`config.mk`:
```
export PLATFORM = sky130hd
export DESIGN_NAME = gng_lzd_pipe
export DESIGN_NICKNAME = d
export VERILOG_FILES = /design/src/rtl/gng_lzd_pkg.sv /design/src/rtl/gng_lzd_merge.sv /design/src/rtl/gng_lzd_pipe.sv
export SDC_FILE = /design/constraint.sdc
export NUM_CORES = 1
export LEC_CHECK = 0
export ABC_CLOCK_PERIOD_IN_PS = 5100
export CAP_MARGIN = 15
export CORE_ASPECT_RATIO = 1.75
export CORE_MARGIN = 2
export CORE_UTILIZATION = 59
export CTS_BUF_LIST = sky130_fd_sc_hd__clkbuf_2
export CTS_CLUSTER_DIAMETER = 30
export DETAILED_ROUTE_END_ITERATION = 12
export GPL_TIMING_DRIVEN = 0
export PLACE_DENSITY = 0.82
export SLEW_MARGIN = 20
export SYNTH_ARGS = -nofsm -noshare
export SYNTH_HDL_FRONTEND = slang
export SYNTH_HIERARCHICAL = 1
export SYNTH_SLANG_ARGS = --single-unit
```
`constraint.sdc`:
```
create_clock -name clk -period 5.1 [get_ports clk]
set_input_delay 1.02 -clock clk [delete_from_list [all_inputs] [get_ports clk]]
set_output_delay 1.02 -clock clk [all_outputs]
set_load 0.01 [all_outputs]
```
`src/rtl/gng_lzd_pkg.sv`:
```
// Sizing helpers shared by the pipelined leading-zero detector.
// GNG_LZD_NORM_EN (defined in gng_lzd_pipe) adds a normalise stage; latency_f takes it as an argument.
package gng_lzd_pkg;

  function automatic int clog2_f(input int n);
    int r;
    r = 0;
    for (int i = 0; i < 31; i++) begin
      if ((1 << i) < n) r = i + 1;
    end
    return r;
  endfunction

  function automatic int wpad_f(input int dw);
    return 1 << clog2_f(dw);
  endfunction

  function automatic int lvl_f(input int dw);
    return clog2_f(dw);
  endfunction

  function automatic int cntw_f(input int dw);
    return clog2_f(dw + 1);
  endfunction

  // Input register, one register per REG_STRIDE tree levels, optional normalise stage.
  function automatic int latency_f(input int dw, input int stride, input bit norm);
    return 1 + (lvl_f(dw) + stride - 1) / stride + (norm ? 1 : 0);
  endfunction

endpackage

```
`src/rtl/gng_lzd_merge.sv`:
```
// One reduction-tree node: combines the (p, v) of two adjacent halves into the
// (p, v) of the whole; p is the leading-zero count, valid only while v is set.
module gng_lzd_merge #(
  parameter int PW = 1
) (
  input  logic          i_v_hi,
  input  logic [PW-1:0] i_p_hi,
  input  logic          i_v_lo,
  input  logic [PW-1:0] i_p_lo,
  output logic          o_v,
  output logic [PW:0]   o_p
);

  assign o_v = i_v_hi | i_v_lo;
  assign o_p = {~i_v_hi, (i_v_hi ? i_p_hi : i_p_lo)};

endmodule

```
`src/rtl/gng_lzd_pipe.sv`:
```
// Pipelined leading-zero detector with valid/ready flow control and tag sideband.
// Defining GNG_LZD_NORM_EN adds norm_out (data left-justified) and one extra stage.
module gng_lzd_pipe
  import gng_lzd_pkg::*;
#(
  parameter int DATA_W     = 48,
  parameter int REG_STRIDE = 2,
  parameter int TAG_W      = 1,
  localparam int CNT_W     = cntw_f(DATA_W)
) (
  input  logic              clk,
  input  logic              rst,
  input  logic              in_valid,
  output logic              in_ready,
  input  logic [DATA_W-1:0] data_in,
  input  logic [TAG_W-1:0]  tag_in,
  output logic              out_valid,
  input  logic              out_ready,
  output logic [CNT_W-1:0]  cnt_out,
  output logic              zero_out,
  output logic [TAG_W-1:0]  tag_out
`ifdef GNG_LZD_NORM_EN
  ,
  output logic [DATA_W-1:0] norm_out
`endif
);

  localparam int W_PAD = wpad_f(DATA_W);
  localparam int LVL   = lvl_f(DATA_W);
  localparam int R     = (LVL + REG_STRIDE - 1) / REG_STRIDE;
`ifdef GNG_LZD_NORM_EN
  localparam int DR = R;
`else
  localparam int DR = 0;
`endif

  // Handshake: a word moves across either end on a clock edge where valid and
  // ready are both high. The whole pipe freezes only when the output word is
  // being refused, so in_ready never depends on in_valid.
  logic              w_stall;
  logic              w_en;
  logic [R:0]        r_vld;
  logic [TAG_W-1:0]  r_tag [0:R];
  logic [DATA_W-1:0] r_dat [0:DR];
  logic [CNT_W-1:0]  r_cnt;
  logic              r_zero;
  logic [W_PAD-1:0]  w_d;
  logic              w_top_v;
  logic [LVL-1:0]    w_top_p;
  logic [CNT_W-1:0]  w_cnt;
  logic              w_zero;

  assign w_stall  = out_valid & ~out_ready;
  assign w_en     = ~w_stall;
  assign in_ready = ~w_stall;

  always_ff @(posedge clk or posedge rst) begin
    if (rst) begin
      r_vld  <= '0;
      r_cnt  <= '0;
      r_zero <= 1'b0;
      for (int r = 0; r <= R; r++) r_tag[r] <= '0;
      for (int r = 0; r <= DR; r++) r_dat[r] <= '0;
    end else if (w_en) begin
      r_vld[0] <= in_valid;
      if (in_valid) begin
        r_tag[0] <= tag_in;
        r_dat[0] <= data_in;
      end
      for (int r = 1; r <= R; r++) begin
        r_vld[r] <= r_vld[r-1];
        r_tag[r] <= r_tag[r-1];
      end
      for (int r = 1; r <= DR; r++) r_dat[r] <= r_dat[r-1];
      r_cnt  <= w_cnt;
      r_zero <= w_zero;
    end
  end

  // Trailing ones guarantee the padded word is never all-zero unless DATA_W == W_PAD.
  if (W_PAD > DATA_W) begin : gen_pad
    assign w_d = {r_dat[0], {(W_PAD - DATA_W){1'b1}}};
  end else begin : gen_nopad
    assign w_d = r_dat[0];
  end

  // Level k holds W_PAD>>k nodes packed as {v, p[k-1:0]}, node j covering d[j*2^k +: 2^k].
  for (genvar k = 1; k <= LVL; k++) begin : gen_lvl
    localparam int NB = W_PAD >> k;
    localparam int LB = NB * (k + 1);
    logic [LB-1:0] w_comb;
    logic [LB-1:0] w_q;

    if (k == 1) begin : gen_first
      for (genvar j = 0; j < NB; j++) begin : gen_node
        assign w_comb[2*j +: 2] = {w_d[2*j+1] | w_d[2*j], ~w_d[2*j+1]};
      end
    end else begin : gen_merge
      for (genvar j = 0; j < NB; j++) begin : gen_node
        gng_lzd_merge #(.PW(k - 1)) u_merge (
          .i_v_hi (gen_lvl[k-1].w_q[(2*j+1)*k + k - 1]),
          .i_p_hi (gen_lvl[k-1].w_q[(2*j+1)*k +: k - 1]),
          .i_v_lo (gen_lvl[k-1].w_q[(2*j)*k + k - 1]),
          .i_p_lo (gen_lvl[k-1].w_q[(2*j)*k +: k - 1]),
          .o_v    (w_comb[j*(k+1) + k]),
          .o_p    (w_comb[j*(k+1) +: k])
        );
      end
    end

    if ((k % REG_STRIDE == 0) && (k < LVL)) begin : gen_reg
      logic [LB-1:0] r_q;
      always_ff @(posedge clk or posedge rst) begin
        if (rst) r_q <= '0;
        else if (w_en) r_q <= w_comb;
      end
      assign w_q = r_q;
    end else begin : gen_wire
      assign w_q = w_comb;
    end
  end

  assign w_top_v = gen_lvl[LVL].w_q[LVL];
  assign w_top_p = gen_lvl[LVL].w_q[LVL-1:0];
  // Root v clear only happens for an unpadded all-zero word; padded ones stop the count at DATA_W.
  assign w_cnt   = w_top_v ? CNT_W'(w_top_p) : CNT_W'(DATA_W);
  assign w_zero  = (w_cnt == CNT_W'(DATA_W));

`ifdef GNG_LZD_NORM_EN
  logic              r_vld_n;
  logic [TAG_W-1:0]  r_tag_n;
  logic [CNT_W-1:0]  r_cnt_n;
  logic              r_zero_n;
  logic [DATA_W-1:0] r_norm;

  always_ff @(posedge clk or posedge rst) begin
    if (rst) begin
      r_vld_n  <= 1'b0;
      r_tag_n  <= '0;
      r_cnt_n  <= '0;
      r_zero_n <= 1'b0;
      r_norm   <= '0;
    end else if (w_en) begin
      r_vld_n  <= r_vld[R];
      r_tag_n  <= r_tag[R];
      r_cnt_n  <= r_cnt;
      r_zero_n <= r_zero;
      r_norm   <= r_dat[R] << r_cnt;
    end
  end

  assign out_valid = r_vld_n;
  assign cnt_out   = r_cnt_n;
  assign zero_out  = r_zero_n;
  assign tag_out   = r_tag_n;
  assign norm_out  = r_norm;
`else
  assign out_valid = r_vld[R];
  assign cnt_out   = r_cnt;
  assign zero_out  = r_zero;
  assign tag_out   = r_tag[R];
`endif

endmodule

```
Yosys cells after proc, flatten, opt, wreduce, memory -nomap -nowiden
Cells that the tools add are included.

Register bits after elaboration: 123. Word-level logic and storage cells: 143.

Bitwise gates (word level): 105. Reductions and logical operators: 1. Equality and inequality tests: 1. Multiplexer cells: 26.

Operators by type and width (number): 1-bit inverter (53); 1-bit bitwise OR (51); 1-bit 2-to-1 mux (12); 2-bit 2-to-1 mux (6); 3-bit 2-to-1 mux (4); 4-bit 2-to-1 mux (2); 6-bit == test (second input constant) (1); 6-bit 2-to-1 mux (1); 5-bit 2-to-1 mux (1); 2-bit AND reduction (1); 1-bit bitwise AND (1).

Logic depth before layout (Yosys ltp)
Word-level depth: 4. Mapped depth: 7. Depth with buffers taken out: 5.

By module
The synthesis kept the hierarchy.

By module, submodules not included: gng_lzd_pipe (area an instance 5151.2 sq um, cells each 501, seq. area each 3278.1 sq um, instances 1); gng_lzd_merge (gen_lvl[2].gen_merge.gen_node[0].u_merge ...) (area an instance 25.0 sq um, cells each 3, seq. area each 0.0 sq um, instances 16); gng_lzd_merge (gen_lvl[3].gen_merge.gen_node[0].u_merge ...) (area an instance 32.5 sq um, cells each 4, seq. area each 0.0 sq um, instances 8); gng_lzd_merge (gen_lvl[4].gen_merge.gen_node[0].u_merge ...) (area an instance 43.8 sq um, cells each 5, seq. area each 0.0 sq um, instances 4); gng_lzd_merge (gen_lvl[5].gen_merge.gen_node[0].u_merge ...) (area an instance 55.1 sq um, cells each 6, seq. area each 0.0 sq um, instances 2); gng_lzd_merge (gen_lvl[6].gen_merge.gen_node[0].u_merge) (area an instance 96.3 sq um, cells each 8, seq. area each 0.0 sq um, instances 1).

Worst setup path after synthesis
OpenSTA, ideal clock, no wires.

Kind: input port to output port. From: in out_ready. To: out in_ready. Data arrival time: 1.562 ns. Slack: 2.518 ns. Cell stages on the path: 4. Path through: nor2b_1 -> buf_2 -> inv_2 -> clkbuf_1.

Word-level cells in the longest chain between the ends: 3.

Ends and longest elaborated chain: start: declaration (line gng_lzd_pipe.sv:18) `input logic out_ready,`; 1-bit inverter (line gng_lzd_pipe.sv:53) `assign w_stall = out_valid & ~out_ready;`; 1-bit bitwise AND (line gng_lzd_pipe.sv:53); 1-bit inverter (no source line); end: declaration (line gng_lzd_pipe.sv:14) `output logic in_ready,`.

No other way between the ends.

Final worst setup path
Ends and elaborated chain as after synthesis.

==> flow_summary.yaml <==
min_path:
  hp-class: "reg2reg"
  hold_path.startpoint: "gen_lvl[2].gen_reg.r_q[20]"
  holdPathStages: 2
  min_to: "gen_lvl[2].gen_reg.r_q[20]"
clocking:
  cts_tree: "yes"
  cts-root-buf: "clkbuf_2"
  numCtsBuffers: 17
  ctsHoldBuffers: 0
  ctsLongestPathBuffers: 2
  cts_sinks: 131
  post_cts_buffers: 0
  clk_pin_slew_ns: 0.15
  worstSkewPairLatency_ns: 0.68
  h-tree-depth: 4
  post_cts_resized: 0
critical_path:
  crit_required_ns: 4.08
  reg2reg_to: "zero_out"
  reg2reg_depth: 6
  critPathKind: "in2out"
  crit_slowest_cell: "clkdlybuf4s50_1"
  crit_path_end_kind: "output pin"
  worst_ep_arrival_time_ns: 2.82
  r2r_start: "gen_lvl[4].gen_reg.r_q[19]"
  crit_top_cell: "clkdlybuf4s50_1"
  reg2reg_slack_ns: 2.77
  crit_path_start_kind: "primary input"
  crit_chain: "clkdlybuf4s50_1, nor2b_1, buf_2, inv_2, clkbuf_1, clkdlybuf4s50_1"
  cp_num_buf_inv: 5
  critPathTopFamily: "buffers and inverters"
  crit_fanout: 10
  max_stage_delay_ns: 0.63
global_route:
  grt_start_max_net_pins: 69
  first_global_vias: 4483
  met2_usage: 0.3956
  grt.total_usage: 0.2166
  antenna_found_initial: 1
  use_met3: 0.04864
  grt_pass1_wl_um: 18990
  gr-total-overflow: 0
  grt_util_met1: 0.2344
  top_usage_layer: "met2"
cells_and_area:
  nFillCells: 768
  nets: 778
  design_area_sq_mm: 0.007259
  drive_above_1_share: 0.2717
  area_growth_pct: 17.21
  utilization: 0.7090
placed_design:
  place_area_sq_mm: 0.007088
  routabilityCongestion: 0.8183
  place_hpwl_um: 8295
  numPortBuffers: 62
timing:
  fin_crit_ns: 3.839
  fmax_ghz: 0.2605
  finalClockSkew_ns: 0.02662
  worst_slew_pin_slew_ns: 0.5738
  relSlewSlack: 0.6174
  finalSetupViolCount: 0
  slew_viol_final: 0
  hold_viol: 0
  min_period_over_period: 0.7528
  rsz0062_at_grt: "false"
  holdWs_ns: 0.4835
  finalSetupTns_ns: 0
detailed_routing:
  drc: 0
  wl_per_cell_um: 12.61
  routed_wl_um: 10890
  drt-pass1-iter-count: 4
  via_count: 4239
  ant_nets: 0
  viasPerCell: 4.906
  first_iter_violations: 159
power:
  power.density_mw_per_mm2: 459.7
  p_leak_nw: 3.834
  peakVddDrop_v: 0.0002758
  finalPower_w: 0.003337
die:
  fp.dieW_um: 81.45
  die_y_um: 139.5
  num_rows: 49
  dieArea_sq_mm: 0.01137
  initial_utilization: 0.6049
  core-area_sq_mm: 0.01024
  ios: 63
synthesis:
  synth_top_area_frac: 0.5293
  syn_area_sq_mm: 0.006193
  synth-seq-cells: 131
  synthCells: 621
  ys_top_cells_by_area: "dfrtp_1, mux2_2, nand2_1"
  synth_top_area_cell: "dfrtp_1"
  yosysWarnings: 6
  syn_area_per_cell_sq_um: 9.973
  yosysSeqAreaShare: 0.5293
  yosys.cell_types.count: 21
status:
  outcome: "finished clean"
flow_run:
  max-cap-violations: 0
[synth_stat cells]
library cell	n
a31oi_1	3
buf_2	9
buf_4	5
buf_6	1
clkbuf_1	9
conb_1	2
dfrtp_1	131
inv_1	58
inv_2	1
mux2_1	3
mux2_2	82
mux2_4	21
nand2_1	230
nand2b_1	1
nand3_1	4
nor2_1	3
nor2b_1	1
or2_1	1
or2_2	54
or3_1	1
or4b_1	1
[power by group]
group	switching (W)	internal (W)	leakage (nW)
Combinational	0.000542	0.000660	2.16
Sequential	0.000228	0.00140	1.55
Clock	0.000339	0.000165	0.121
Total	0.00111	0.00223	3.83
[final cells by class]
| cell class | count | area (sq um) | share of cell area |
|---|---|---|---|
| clock buffers | 20 | 100.1 | 0.01379 |
| repair buffers | 63 | 648.1 | 0.08928 |
| well taps | 127 | 158.9 | 0.02189 |
| clock inverters | 10 | 68.82 | 0.009479 |
| plain buffers | 24 | 127.6 | 0.01758 |
| diodes | 1 | 2.502 | 0.0003447 |
| inverters | 59 | 226.5 | 0.03120 |
| flip-flops and latches | 131 | 3278 | 0.4516 |
| multi-input cells | 429 | 2649 | 0.3649 |
[cell usage in the layout (no fill, tap or decap), drive strengths merged]
| master | count |
|---|---|
| conb | 24 |
| or3 | 1 |
| nand2 | 230 |
| inv | 59 |
| diode | 1 |
| mux2 | 106 |
| a31oi | 3 |
| or4b | 1 |
| bufinv | 1 |
| nand3 | 4 |
| or2 | 55 |
| nor2b | 1 |
| clkbuf | 29 |
| nor2 | 3 |
| clkinv | 9 |
| nand2b | 1 |
| buf | 16 |
| clkdlybuf4s50 | 62 |
| dfrtp | 131 |
[worst max path at each step]
stage	to	slack [ns]	startpoint	cells after the start
2_1_floorplan	cnt_out[0]	0.58	rst	1
3_3_place_gp	r_dat[43]	-0.96	rst	2
3_5_place_dp	in_ready	1.25	out_ready	6
4_1_cts	in_ready	1.25	out_ready	6
5_1_grt	in_ready	1.18	out_ready	6
6_report	in_ready	1.26	out_ready	6
[worst register-to-register path, cell delays in order, from the launching register on]
cell and delay [ns]:
dfrtp_1 0.50, or2_2 0.33, buf_6 0.14, mux2_4 0.30, or4b_1 0.50, or3_1 0.30, a31oi_1 0.19
[metal layers]
layer / wire [um] / part of all wire
met5: 0 / 0
met1: 4137 / 0.38
met3: 310 / 0.028
met4: 224 / 0.021
met2: 6219 / 0.57
[kinds of logic after synthesis]
logic type,share of synthesized area
simple gates,0.2046
flops,0.5293
mux,0.2055
buf+inv,0.05636
compound gates,0.003031
other cells,0.001213
[sequential cells by signal, summed over array words and instances (netlist names)]
name / count
r_dat: 48
gen_lvl.gen_reg.r_q: 68
r_tag: 3
zero_out: 1
tag_out: 1
cnt_out: 6
r_vld: 4
[stage by stage]
stage	instances	worst slack [ns]
after global placement	832	-0.9627
final	864	1.261
after global routing	864	1.180
after detailed placement	833	1.252
after floorplan	643	0.5823
after CTS	863	1.250
Power figures use the tool's default switching activity.
